$ cat config.mk
export PLATFORM = sky130hd
export DESIGN_NAME = ahb_bus_arbiter
export DESIGN_NICKNAME = d
export VERILOG_FILES = /design/src/rtl/ahb_pkg.sv /design/src/rtl/rr_pick.sv /design/src/rtl/ahb_bus_arbiter.sv
export SDC_FILE = /design/constraint.sdc
export NUM_CORES = 1
export LEC_CHECK = 0
export ABC_AREA = 1
export CAP_MARGIN = 40
export CORE_AREA = 8 8 117 119
export CTS_CLUSTER_SIZE = 40
export DETAILED_ROUTE_END_ITERATION = 12
export DIE_AREA = 0 0 125 127
export HOLD_SLACK_MARGIN = 0.05
export PLACE_DENSITY = 0.79
export SLEW_MARGIN = 5
export SYNTH_ARGS = -nofsm -noshare
export SYNTH_HDL_FRONTEND = slang
export SYNTH_SLANG_ARGS = --single-unit
$ cat constraint.sdc
create_clock -name hclk -period 3.35 [get_ports hclk]
set_input_delay 0.67 -clock hclk [delete_from_list [all_inputs] [get_ports hclk]]
set_output_delay 0.67 -clock hclk [all_outputs]
set_load 0.05 [all_outputs]
$ cat src/rtl/ahb_pkg.sv
// Shared AHB encodings and helpers used by the arbiter, the masters and the bridge.
package ahb_pkg;

    localparam int unsigned MAX_MASTERS = 4;

    typedef enum logic [1:0] {
        HTRANS_IDLE   = 2'b00,
        HTRANS_BUSY   = 2'b01,
        HTRANS_NONSEQ = 2'b10,
        HTRANS_SEQ    = 2'b11
    } htrans_e;

    typedef enum logic [1:0] {
        HRESP_OKAY  = 2'b00,
        HRESP_ERROR = 2'b01,
        HRESP_RETRY = 2'b10,
        HRESP_SPLIT = 2'b11
    } hresp_e;

    function automatic logic [MAX_MASTERS-1:0] ONE_HOT(input int unsigned idx);
        return MAX_MASTERS'(1) << idx;
    endfunction

    function automatic logic is_active(input logic [1:0] trans);
        return (trans == HTRANS_NONSEQ) || (trans == HTRANS_SEQ);
    endfunction

endpackage

$ cat src/rtl/rr_pick.sv
// Combinational round-robin picker: first requester after 'last', wrapping; master 0 when idle.
module rr_pick
    import ahb_pkg::*;
#(
    parameter int unsigned NUM_MASTERS = 3,
    parameter int unsigned MW          = $clog2(NUM_MASTERS)
) (
    input  logic [NUM_MASTERS-1:0] req,
    input  logic [MW-1:0]          last,
    output logic [MW-1:0]          winner,
    output logic                   any
);

    logic [MW-1:0]          cand [NUM_MASTERS];
    logic [NUM_MASTERS-1:0] hit;

    for (genvar k = 0; k < NUM_MASTERS; k++) begin : g_cand
        assign cand[k] = MW'((32'(last) + k + 1) % NUM_MASTERS);
        assign hit[k]  = req[cand[k]];
    end

    always_comb begin
        winner = '0;
        any    = 1'b0;
        for (int unsigned k = 0; k < NUM_MASTERS; k++) begin
            if (!any && hit[k]) begin
                winner = cand[k];
                any    = 1'b1;
            end
        end
    end

endmodule

$ cat src/rtl/ahb_bus_arbiter.sv
// Round-robin AHB arbiter with tenure limit; muxes the owner's address/control and the
// data-phase owner's write data onto the single bridge slave port.
module ahb_bus_arbiter
    import ahb_pkg::*;
#(
    parameter  int unsigned NUM_MASTERS = 3,
    parameter  int unsigned MAX_BEATS   = 16,
    localparam int unsigned MW          = $clog2(NUM_MASTERS)
) (
    input  logic                      hclk,
    input  logic                      hresetn,
    input  logic [NUM_MASTERS-1:0]    hbusreq,
    input  logic [32*NUM_MASTERS-1:0] m_haddr,
    input  logic [2*NUM_MASTERS-1:0]  m_htrans,
    input  logic [NUM_MASTERS-1:0]    m_hwrite,
    input  logic [32*NUM_MASTERS-1:0] m_hwdata,
    output logic [NUM_MASTERS-1:0]    hgrant,
    output logic [MW-1:0]             hmaster,
    output logic [31:0]               haddr,
    output logic [1:0]                htrans,
    output logic                      hwrite,
    output logic [31:0]               hwdata,
    output logic                      hreadyin,
    input  logic                      hreadyout,
    input  logic [1:0]                hresp,
    input  logic [31:0]               hrdata
);

    localparam int unsigned TW    = $clog2(MAX_BEATS + 1);
    localparam logic [TW-1:0] MAX_T = TW'(MAX_BEATS);

    logic [31:0] haddr_a  [NUM_MASTERS];
    logic [1:0]  htrans_a [NUM_MASTERS];
    logic        hwrite_a [NUM_MASTERS];
    logic [31:0] hwdata_a [NUM_MASTERS];

    for (genvar g = 0; g < NUM_MASTERS; g++) begin : g_unpack
        assign haddr_a[g]  = m_haddr[32*g +: 32];
        assign htrans_a[g] = m_htrans[2*g +: 2];
        assign hwrite_a[g] = m_hwrite[g];
        assign hwdata_a[g] = m_hwdata[32*g +: 32];
    end

    logic [NUM_MASTERS-1:0] grant_q, grant_d;
    logic [MW-1:0]          hmaster_q, hmaster_d;
    logic [MW-1:0]          last_owner_q, last_owner_d;
    logic [MW-1:0]          dp_master_q;
    logic                   dp_valid_q;
    logic [TW-1:0]          tenure_q, tenure_d;

    logic [1:0]             own_trans;
    logic                   at_boundary;
    logic [NUM_MASTERS-1:0] other_req;
    logic                   handover_ok;
    logic [MW-1:0]          pick_winner;
    logic                   pick_any;
    logic [MW-1:0]          win_idx;
    logic [MAX_MASTERS-1:0] win_oh;

    assign own_trans   = htrans_a[hmaster_q];
    assign at_boundary = (own_trans == HTRANS_IDLE) || (own_trans == HTRANS_NONSEQ);
    assign other_req   = hbusreq & ~grant_q;
    assign handover_ok = at_boundary &&
                         (!hbusreq[hmaster_q] || ((|other_req) && (tenure_q >= MAX_T)));

    // The owner is masked out of the pick so a tenure-forced handover always rotates
    // onward; when the owner has dropped its request the mask changes nothing.
    rr_pick #(
        .NUM_MASTERS (NUM_MASTERS),
        .MW          (MW)
    ) u_rr_pick (
        .req    (other_req),
        .last   (last_owner_q),
        .winner (pick_winner),
        .any    (pick_any)
    );

    assign win_idx = pick_any ? pick_winner : '0;
    assign win_oh  = ONE_HOT(32'(win_idx));

    always_comb begin
        grant_d      = grant_q;
        hmaster_d    = hmaster_q;
        last_owner_d = last_owner_q;
        tenure_d     = tenure_q;
        if (is_active(own_trans) && (tenure_q != MAX_T)) begin
            tenure_d = tenure_q + 1'b1;
        end
        if (handover_ok && (win_idx != hmaster_q)) begin
            grant_d      = win_oh[NUM_MASTERS-1:0];
            hmaster_d    = win_idx;
            last_owner_d = hmaster_q;
            tenure_d     = '0;
        end
    end

    always_ff @(posedge hclk or negedge hresetn) begin
        if (!hresetn) begin
            grant_q      <= NUM_MASTERS'(1);
            hmaster_q    <= '0;
            last_owner_q <= MW'(NUM_MASTERS - 1);
            dp_master_q  <= '0;
            dp_valid_q   <= 1'b0;
            tenure_q     <= '0;
        end else if (hreadyout) begin
            grant_q      <= grant_d;
            hmaster_q    <= hmaster_d;
            last_owner_q <= last_owner_d;
            dp_master_q  <= hmaster_q;
            dp_valid_q   <= is_active(htrans);
            tenure_q     <= tenure_d;
        end
    end

    assign hgrant   = grant_q;
    assign hmaster  = hmaster_q;
    assign haddr    = haddr_a[hmaster_q];
    assign htrans   = htrans_a[hmaster_q];
    assign hwrite   = hwrite_a[hmaster_q];
    assign hwdata   = hwdata_a[dp_master_q];
    assign hreadyin = hreadyout;

    // Response path reaches the masters directly; dp_valid is kept as pipeline status only.
    logic unused_sink;
    assign unused_sink = ^{dp_valid_q, hresp, hrdata, win_oh};

endmodule

==> report_table.html <==
<table>
<tr><th>Metric</th><th>Value</th></tr>
<tr><th colspan="2">Run status</th></tr>
<tr><td>Run status</td><td>completed</td></tr>
<tr><th colspan="2">Routing</th></tr>
<tr><td>Via/cell ratio</td><td>4.585</td></tr>
<tr><td>Post-route DRC</td><td>0</td></tr>
<tr><td>Initial DRT Pass Iterations</td><td>4</td></tr>
<tr><td>DR vias</td><td>3879</td></tr>
<tr><td>Remaining antenna violation count</td><td>0</td></tr>
<tr><td>Total wire length after detailed routing</td><td>13500 µm</td></tr>
<tr><td>Detailed router's first-iteration violation count</td><td>201</td></tr>
<tr><td>Wirelength per Cell</td><td>15.95 µm</td></tr>
<tr><th colspan="2">Global routing</th></tr>
<tr><td>Remaining Overflow, GRT</td><td>0</td></tr>
<tr><td>Overall global routing resource usage</td><td>16.04%</td></tr>
<tr><td>Initial antenna violation count</td><td>0</td></tr>
<tr><td>Pin count of the biggest net entering global routing</td><td>51</td></tr>
<tr><td>Wire length of the first global-routing pass</td><td>20910 µm</td></tr>
<tr><td>Vias in the first global route</td><td>3852</td></tr>
<tr><th colspan="2">Placed design</th></tr>
<tr><td>Routability congestion estimate</td><td>0.8098</td></tr>
<tr><td>Post-Place Worst Slack</td><td>0.7896 ns</td></tr>
<tr><td>Detailed placement HPWL</td><td>11330 µm</td></tr>
<tr><td>Placed Area</td><td>5973 µm²</td></tr>
<tr><td>Number of buffers inserted by port buffering</td><td>279</td></tr>
<tr><th colspan="2">Cells and area</th></tr>
<tr><td>Layout Nets</td><td>947</td></tr>
<tr><td>Area of all placed cells without fillers</td><td>6062 µm²</td></tr>
<tr><td>Number of filler instances in the final layout</td><td>1073</td></tr>
<tr><td>Ratio of cells with drive above 1 in the final layout</td><td>14.02%</td></tr>
<tr><td>Total inserted antenna cells</td><td>0</td></tr>
<tr><td>Area growth from synthesis to layout</td><td>154.1%</td></tr>
<tr><th colspan="2">Clocking</th></tr>
<tr><td>Clock latency at the later pin of the worst-skew pair</td><td>0.24 ns</td></tr>
<tr><td>Inserted Clock Buffers</td><td>3</td></tr>
<tr><td>Count of hold-fix buffers inserted at cts</td><td>0</td></tr>
<tr><td>Buffer depth of the longest clock path</td><td>2</td></tr>
<tr><td>Number of sinks handled by clock tree synthesis</td><td>14</td></tr>
<tr><td>Count of cells resized by post-cts repair</td><td>0</td></tr>
<tr><td>Postcts setup bufs</td><td>0</td></tr>
<tr><td>CTS tree</td><td>built</td></tr>
<tr><td>Clock tree root buffer cell</td><td>sky130_fd_sc_hd__clkbuf_16</td></tr>
<tr><td>Clock Pin Slew Worst Setup and Hold Paths</td><td>0.05 ns</td></tr>
<tr><td>Clock H-tree levels</td><td>1</td></tr>
<tr><th colspan="2">Logic synthesis</th></tr>
<tr><td>Leading cell type by number of instances after synthesis</td><td>sky130_fd_sc_hd__nor2_1</td></tr>
<tr><td>Top cell type's share of synthesized area</td><td>16.36%</td></tr>
<tr><td>Yosys top cell by area</td><td>sky130_fd_sc_hd__nor2_1</td></tr>
<tr><td>Count of flip-flops with a built-in enable after synthesis</td><td>0</td></tr>
<tr><td>Prevailing post-synth register cell</td><td>sky130_fd_sc_hd__dfrtp_1</td></tr>
<tr><td>Synth Area in Adders</td><td>3.146%</td></tr>
<tr><td>Sequential area share after synthesis</td><td>14.79%</td></tr>
<tr><td>Compound-Gate Fraction of Synth Area</td><td>27.27%</td></tr>
<tr><td>Net Count, Synth</td><td>686</td></tr>
<tr><td>Cells taking the most area after synthesis</td><td>sky130_fd_sc_hd__nor2_1, sky130_fd_sc_hd__o21ai_0, sky130_fd_sc_hd__dfrtp_1</td></tr>
<tr><td>Summed instance area of the synthesized netlist</td><td>2386 µm²</td></tr>
<tr><td>Flop and latch count out of synthesis</td><td>14</td></tr>
<tr><td>Mux cell area share after synthesis</td><td>0%</td></tr>
<tr><td>Async set-reset flop share out of synthesis</td><td>100.0%</td></tr>
<tr><td>Count of different cell masters after synthesis</td><td>29</td></tr>
<tr><td>Simple-gate share of the synthesized area</td><td>43.84%</td></tr>
<tr><td>Synthesized-area fraction occupied by xor and xnor cells</td><td>1.101%</td></tr>
<tr><td>Warnings, synthesis</td><td>0</td></tr>
<tr><td>Main combinational cell family by area after synthesis</td><td>simple AND/OR/NAND/NOR gates</td></tr>
<tr><td>Average size of a mapped cell</td><td>5.435 µm²</td></tr>
<tr><td>Cell count after synthesis</td><td>439</td></tr>
<tr><td>Synth cell count leaders</td><td>sky130_fd_sc_hd__nor2_1, sky130_fd_sc_hd__o21ai_0, sky130_fd_sc_hd__nand2_1, sky130_fd_sc_hd__nand3_1, sky130_fd_sc_hd__o31ai_1</td></tr>
<tr><th colspan="2">Setup path</th></tr>
<tr><td>Arrival time reported for the critical path endpoint</td><td>2.13 ns</td></tr>
<tr><td>End of the worst register-to-register path</td><td>hmaster[0]$_DFFE_PN0P_</td></tr>
<tr><td>R2r setup slk</td><td>0.93 ns</td></tr>
<tr><td>Crit path capture</td><td>haddr[24]</td></tr>
<tr><td>Worst endpoint required time</td><td>2.68 ns</td></tr>
<tr><td>Highest fanout seen on the critical path</td><td>22</td></tr>
<tr><td>Critical path type</td><td>reg2out</td></tr>
<tr><td>Type of element capturing the critical path</td><td>output pin</td></tr>
<tr><td>Type of origin of the critical path</td><td>register</td></tr>
<tr><td>Worst reg2reg path depth</td><td>10</td></tr>
<tr><td>Worst r2r src</td><td>hmaster[1]$_DFFE_PN0P_</td></tr>
<tr><td>Launching element of the worst setup path</td><td>hmaster[1]$_DFFE_PN0P_</td></tr>
<tr><th colspan="2">Floorplanning</th></tr>
<tr><td>Number of top-level pins</td><td>314</td></tr>
<tr><td>Die Height</td><td>127 µm</td></tr>
<tr><td>Die width</td><td>125 µm</td></tr>
<tr><td>Initial Util</td><td>20.20%</td></tr>
<tr><td>Area inside the core boundary</td><td>11810 µm²</td></tr>
<tr><td>Row Count</td><td>40</td></tr>
<tr><td>Area of the die</td><td>15880 µm²</td></tr>
<tr><th colspan="2">Timing</th></tr>
<tr><td>Shortest period the worst path allows</td><td>2.796 ns</td></tr>
<tr><td>RSZ-0062 raised after global routing</td><td>no</td></tr>
<tr><td>Fin crit share</td><td>83.47%</td></tr>
<tr><td>Setup clock skew after layout</td><td>0.001451 ns</td></tr>
<tr><td>Worst rel slew slack</td><td>55.29%</td></tr>
<tr><td>Number of setup violations in the final report</td><td>0</td></tr>
<tr><td>Final hold viol count</td><td>0</td></tr>
<tr><td>Maximum clock frequency</td><td>357.6 MHz</td></tr>
<tr><td>Slew @ Worst Pin</td><td>0.6686 ns</td></tr>
<tr><td>Max-slew violation count</td><td>0</td></tr>
<tr><td>Worst Hold Margin</td><td>0.5026 ns</td></tr>
<tr><td>Setup slack after layout</td><td>0.5539 ns</td></tr>
<tr><td>Accumulated negative setup slack</td><td>0 ns</td></tr>
<tr><th colspan="2">Power</th></tr>
<tr><td>Peak ir drop on the vdd network</td><td>594.4 µV</td></tr>
<tr><td>Leak</td><td>2.552 nW</td></tr>
<tr><td>Power per cell area</td><td>921.4 nW/µm²</td></tr>
<tr><th colspan="2">Job</th></tr>
<tr><td>Number of max-cap violations</td><td>0</td></tr>
<tr><th colspan="2">Worst hold path</th></tr>
<tr><td>Hold WC Path Type</td><td>reg2reg</td></tr>
</table>
power breakdown:
group	switching, mW	total, mW	leakage, nW	internal [mW]
combinational	2.88	5.02	2.33	2.14
sequential	0.0801	0.321	0.177	0.241
clock	0.0667	0.247	0.0442	0.181
layout by cell type, fill, tap and decap left out, types with 2 or more instances in the layout:
cell	netlist	final
sky130_fd_sc_hd__buf_4	1	14
sky130_fd_sc_hd__inv_2	2	3
sky130_fd_sc_hd__clkdlybuf4s50_1	0	211
sky130_fd_sc_hd__dfstp_2	2	2
sky130_fd_sc_hd__o31ai_1	32	32
sky130_fd_sc_hd__xor2_1	2	2
sky130_fd_sc_hd__clkbuf_16	0	3
sky130_fd_sc_hd__ha_1	6	6
sky130_fd_sc_hd__nand3_2	2	2
sky130_fd_sc_hd__nand2_1	72	72
sky130_fd_sc_hd__buf_12	0	67
sky130_fd_sc_hd__or2_2	2	2
sky130_fd_sc_hd__dfrtp_1	12	11
sky130_fd_sc_hd__nand4_1	4	4
sky130_fd_sc_hd__inv_1	19	18
sky130_fd_sc_hd__o21ai_1	2	2
sky130_fd_sc_hd__nand3_1	57	57
sky130_fd_sc_hd__o21ai_0	75	75
sky130_fd_sc_hd__nor2_1	104	104
sky130_fd_sc_hd__a21oi_1	2	2
per-stage QoR:
| step | instances | util [%] | power (mW) |
|---|---|---|---|
| final | 846 | 51.32 | 5.585 |
| after global routing | 846 | 51.32 | 5.901 |
| after CTS | 846 | 51.32 | 5.630 |
| after detailed placement | 842 | 50.57 | 5.366 |
| after global placement | 841 | 50.40 | 5.302 |
| after floorplan | 439 | - | 2.934 |
kinds of logic (layout without fill, tap and decap cells):
group | Yosys count | in the layout
compound gates | 113 | 113
xor+xnor | 3 | 3
fa+ha+maj | 6 | 6
buf+inv | 57 | 317
flops | 14 | 14
simple gates | 246 | 246
how the worst min path moves through the flow:
stage	start	endpoint	slack [ns]	cells past startpoint
after floorplan	hresetn	dp_master_q[0]$_DFFE_PN0P_	0.37	0
after detailed placement	hgrant[0]$_DFFE_PN1P_	hgrant[0]$_DFFE_PN1P_	0.50	2
after global routing	hgrant[0]$_DFFE_PN1P_	hgrant[0]$_DFFE_PN1P_	0.52	2
after CTS	hgrant[0]$_DFFE_PN1P_	hgrant[0]$_DFFE_PN1P_	0.51	2
after global placement	hgrant[0]$_DFFE_PN1P_	hgrant[0]$_DFFE_PN1P_	0.47	2
final	hgrant[0]$_DFFE_PN1P_	hgrant[0]$_DFFE_PN1P_	0.50	2
critical path, stage by stage (launching register included):
cell and delay (ns):
sky130_fd_sc_hd__dfrtp_1 0.42, sky130_fd_sc_hd__inv_1 0.50, sky130_fd_sc_hd__buf_4 0.29, sky130_fd_sc_hd__o21ai_0 0.12, sky130_fd_sc_hd__o21ai_0 0.36, sky130_fd_sc_hd__buf_12 0.19
cell type report:
class / instances / area [µm²] / area share, %
Clock buffer: 4 / 88.84 / 1.465
Inverter: 21 / 78.83 / 1.300
Multi-Input combinational cell: 368 / 1798 / 29.66
Sequential cell: 14 / 354.1 / 5.841
Tap cell: 147 / 183.9 / 3.034
Timing Repair Buffer: 292 / 3558 / 58.70
flip-flops by register name (all words and copies together), names as in the netlist:
name and count:
dp_master_q 2, hgrant 3, hmaster 2, last_owner_q 2, tenure_q 5
routing by layer:
layer	wire [µm]	global-route usage [%]
met1	5230	18.13
met2	7156	29.98
met4	135	2.579
met5	0	0
met3	974	4.243
Note: power is estimated with default switching activity, not from simulation.
==> patch 1 (same flow settings) <==
The parameter `MAX_BEATS` goes from 16 to 32.
--- a/src/rtl/ahb_bus_arbiter.sv
+++ b/src/rtl/ahb_bus_arbiter.sv
@@ -4,7 +4,7 @@
     import ahb_pkg::*;
 #(
     parameter  int unsigned NUM_MASTERS = 3,
-    parameter  int unsigned MAX_BEATS   = 16,
+    parameter  int unsigned MAX_BEATS   = 32,
     localparam int unsigned MW          = $clog2(NUM_MASTERS)
 ) (
     input  logic                      hclk,
Formal check against the unedited RTL: no difference found for any inputs over 4 cycles, from zero or initial values and one cycle with hresetn low; that may be too few to reach the edited logic, so the function may still have changed.
==> patch 1 against the unedited design <==
Power is 11% higher; core utilization increased by 1.1 points; final area rose by 2.2%; maximum frequency is 0.19% higher; setup slack improved by 0.0052 ns; routed wire length grew 2.5%; sequential cell count rose by 1; synthesized area rose by 4.8%; critical path type unchanged.
==> patch 1: results (changes against the unedited design) <==
stage;metric;value;unit;change
run_status;status;finished clean;;
global_routing;grt_pass1_wl;21.2;mm;+1.2%
routing;routedWlPerCell;16.2;um;+1.5%
timing;whs;0.493;ns;-0.00992 ns
global_routing;grt_use_total;0.163;;+0.00271
synthesis;synth.area.top_cells;nor2_1 (16%), o21ai_0 (14%), dfrtp_1 (13%);;
pwr;seqPwrFrac;0.059;;+0.002
critical_path;crit_path_end;hwdata[23];;
placement;gp_congestion;0.834;;+3.0%
synthesis;postSynthAreaPerCell;5.63;um2;+3.6%
critical_path;critPathLaunch;dp_master_q[0]$_DFFE_PN0P_;;
pwr;p_leak;2.57;nW;+0.86%
final_layout;layout.nets;955;;+0.84%
routing;wl;13.8;mm;+2.5%
final_layout;largest_reg_flops;6;;+1
cts;post-cts-setup-buffers;0;;unchanged
timing;relSlewSlack;0.543;;-0.0104
critical_path;max_stage_delay;0.54;ns;+0.04 ns
placement;dpl.hpwl;11.7;mm;+3.7%
critical_path;crit_fanout;26;;+18%
critical_path;critPathSlowestCell;dfrtp_1;;
placement;postPlaceCellArea;0.00612;mm2;+2.4%
global_routing;grt_pass1_vias;3917;;+1.7%
synthesis;synth.net_count;691;;+0.73%
synthesis;ys_types;32;;+10%
timing;skew;0.000531;ns;-0.000920 ns
final_layout;n_antenna_cell;0;;unchanged
pwr;peakVddDrop;0.000726;V;+22%
pwr;clkPwrFrac;0.037;;-0.007
cts;cts_inserted_buffers;3;;unchanged
synthesis;netlist.area_leader.share;0.156;;-0.00753
timing;setup_ws;0.559;ns;+0.00521 ns
pwr;comb-power;5.59;mW;+11%
critical_path;r2r_setup_slack;0.99;ns;+0.06 ns
global_routing;grt_max_degree;42;;-18%
pwr;intPower;2.80;mW;+9.6%
routing;drt_iter0_drc;170;;-15%
synthesis;seq_area_frac_synth;0.151;;+0.00320
final_layout;drive_gt1_frac;0.161;;+0.0210
synthesis;synth_commonest_cells;nor2_1 (104), o21ai_0 (71), nand2_1 (70);;
routing;vias_per_cell;4.69;;+2.3%
placement;dpl.cell_count;850;;+0.95%
placement;dp_slack;0.703;ns;-0.0869 ns
==> patch 1: changes by cell type after synthesis, sizes merged, moves of 2 or more <==
cell,delta
a21oi,+2
buf,-2
inv,+3
nand2,+3
nand3,-6
nand4,+2
or2,-2
==> patch 1: cells by family after synthesis <==
group / Yosys count / share of synthesized area
simple gates: 246 / 0.439
compound gates: 114 / 0.266
buf+inv: 59 / 0.0995
flops: 15 / 0.151
fa+ha+maj: 6 / 0.0300
xor+xnor: 4 / 0.0140
==> patch 1: layer usage <==
metal,global-route usage,part of all wire,up-vias
met5,0,0,-
met4,0.0244,0.012,0
met3,0.0653,0.099,14
met2,0.309,0.52,187
met1,0.168,0.37,1780
li1,-,-,2026
==> patch 1: cell type report <==
type | instances | area, um2
Inverter | 24 | 90.1
Tap cell | 147 | 184
Sequential cell | 15 | 379
Clock buffer | 4 | 78.8
Fill cell | 1081 | 5620
Multi-Input combinational cell | 370 | 1870
Timing Repair Buffer | 294 | 3590
==> patch 2 (same flow settings) <==
Without the edit above. Reset style: synchronous (`hresetn`), changed in one clocked block.
--- a/src/rtl/ahb_bus_arbiter.sv
+++ b/src/rtl/ahb_bus_arbiter.sv
@@ -94,7 +94,7 @@
         end
     end
 
-    always_ff @(posedge hclk or negedge hresetn) begin
+    always_ff @(posedge hclk) begin
         if (!hresetn) begin
             grant_q      <= NUM_MASTERS'(1);
             hmaster_q    <= '0;
Function: differs if hresetn is asserted again (counterexample within 4 cycles, from zero or initial values and one cycle with hresetn low); with hresetn held inactive, the same outputs for 4 cycles.
==> patch 2 against the unedited design <==
Synthesized area rose by 1.3%; clock skew is essentially flat; register-to-register slack better by 0.20 ns; final cell count grew 0.47%; global-route usage down 0.35 points; final area decreased by 13%; setup slack better by 0.079 ns; critical path type is now in2out; routed wire length increased by 3.0%; sequential cell count unchanged.
Power is left out: it rests on default switching activity, and per cell area and clock period it moved more than threefold.
==> patch 2: results (changes against the unedited design) <==
stage;metric;value;unit;change
run_status;status;finished clean;;
timing;relSlewSlack;0.507;;-0.0463
cts;post-cts-setup-buffers;0;;unchanged
critical_path;crit_fanout;2;;-91%
cts;htreeDepth;1;;unchanged
synthesis;synth_ff_type;dfxtp_1;;
routing;dr.pass1.iters;4;;unchanged
routing;vias_per_cell;4.61;;+0.53%
final_layout;drive_gt1_frac;0.138;;-0.00222
global_routing;grt_pass1_vias;3578;;-7.1%
final_layout;layout.nets;951;;+0.42%
cts;cts_buffer_depth;2;;unchanged
hold_path;worstHoldPathType;reg2reg;;
placement;io_buffer_count;279;;unchanged
routing;drt_iter0_drc;266;;+32%
timing;skew;0.00129;ns;-0.000159 ns
cts;clk_pin_slew;0.04;ns;
synthesis;synth_warnings;0;;unchanged
synthesis;synth_commonest_cells;nor2_1 (107), nand3_1 (87), o21ai_0 (76);;
global_routing;antenna_found_initial;0;;unchanged
global_routing;grt_use_total;0.157;;-0.00352
synthesis;synth.net_count;695;;+1.3%
final_layout;largest_reg_flops;5;;unchanged
synthesis;synth.area.top_cells;nand3_1 (18%), nor2_1 (17%), o21ai_0 (16%);;
global_routing;grt_pass1_wl;20.5;mm;-2.2%
global_routing;grt_max_degree;57;;+12%
cts;cts_inserted_buffers;3;;unchanged
placement;gp_congestion;0.849;;+4.8%
cts;ctsRootBufferMaster;clkbuf_16;;
synthesis;ys_types;26;;-10%
critical_path;r2r_cells;15;;+5
routing;routedWlPerCell;16.4;um;+2.5%
hold_path;hold_depth;2;;unchanged
synthesis;seq_area_frac_synth;0.116;;-0.0319
placement;dpl.hpwl;11.3;mm;-0.19%
final_layout;top_register;tenure_q;;
synthesis;synthArstFlopShare;0;;-1.00
cts;cts-resized-gates;0;;unchanged
critical_path;max_stage_delay;0.86;ns;+0.36 ns
critical_path;cp_top_family;buffers and inverters;;
cts;clock_latency;0.24;ns;about the same
critical_path;critPathSlowestCell;clkdlybuf4s50_1;;
final_layout;n_antenna_cell;0;;unchanged
patch 2: cell types whose count changed after synthesis, sizes merged, moves of 2 or more:
cell / unedited run / this run
dfxtp: 0 / 14
nand2: 73 / 31
dfstp: 2 / 0
inv: 21 / 25
nand3: 60 / 91
dfrtp: 12 / 0
nor2: 105 / 107
or2: 2 / 0
buf: 10 / 13
a21oi: 2 / 15
patch 2: worst paths after layout:
path,from,to,slack (ns)
min,hgrant[2]$_SDFFE_PN0P_,hgrant[2]$_SDFFE_PN0P_,0.49
min reg2reg,hgrant[2]$_SDFFE_PN0P_,hgrant[2]$_SDFFE_PN0P_,0.49
max,hreadyout,hreadyin,0.63
max reg2reg,last_owner_q[0]$_SDFFE_PN0P_,last_owner_q[0]$_SDFFE_PN0P_,1.13
patch 2: metal layers:
layer  vias to the layer above  global-route usage  share of wire
met5                         -                   0              0
met4                         0              0.0251          0.010
met3                        15              0.0250          0.053
met2                       124               0.299           0.53
met1                      1723               0.183           0.41
li1                       2056                   -              -
patch 2: cell type report:
type | count | area [um2]
Fill cell | 1215 | 6550
Tap cell | 147 | 184
Timing Repair Buffer | 290 | 2740
Clock buffer | 4 | 88.8
Multi-Input combinational cell | 370 | 1880
Sequential cell | 14 | 282
Inverter | 25 | 93.8
patch 2: metrics by stage:
step	area [um2]	std cells	util	setup WS, ns
after global placement	5150	845	0.436	0.587
after CTS	5270	850	0.446	0.618
final	5270	850	0.446	0.633
after global routing	5270	850	0.446	0.611
after floorplan	2420	448	-	0.250
after detailed placement	5180	846	0.438	0.618
patch 2: cells by family after synthesis:
group,count (synthesis),share of synthesized area
xor gates and xnor gates,3,0.0109
and+or+nand+nor,235,0.435
buffers and inverters,64,0.107
adders and majority gates,6,0.0311
AOI/OAI and AO/OA,126,0.300
DFF,14,0.116
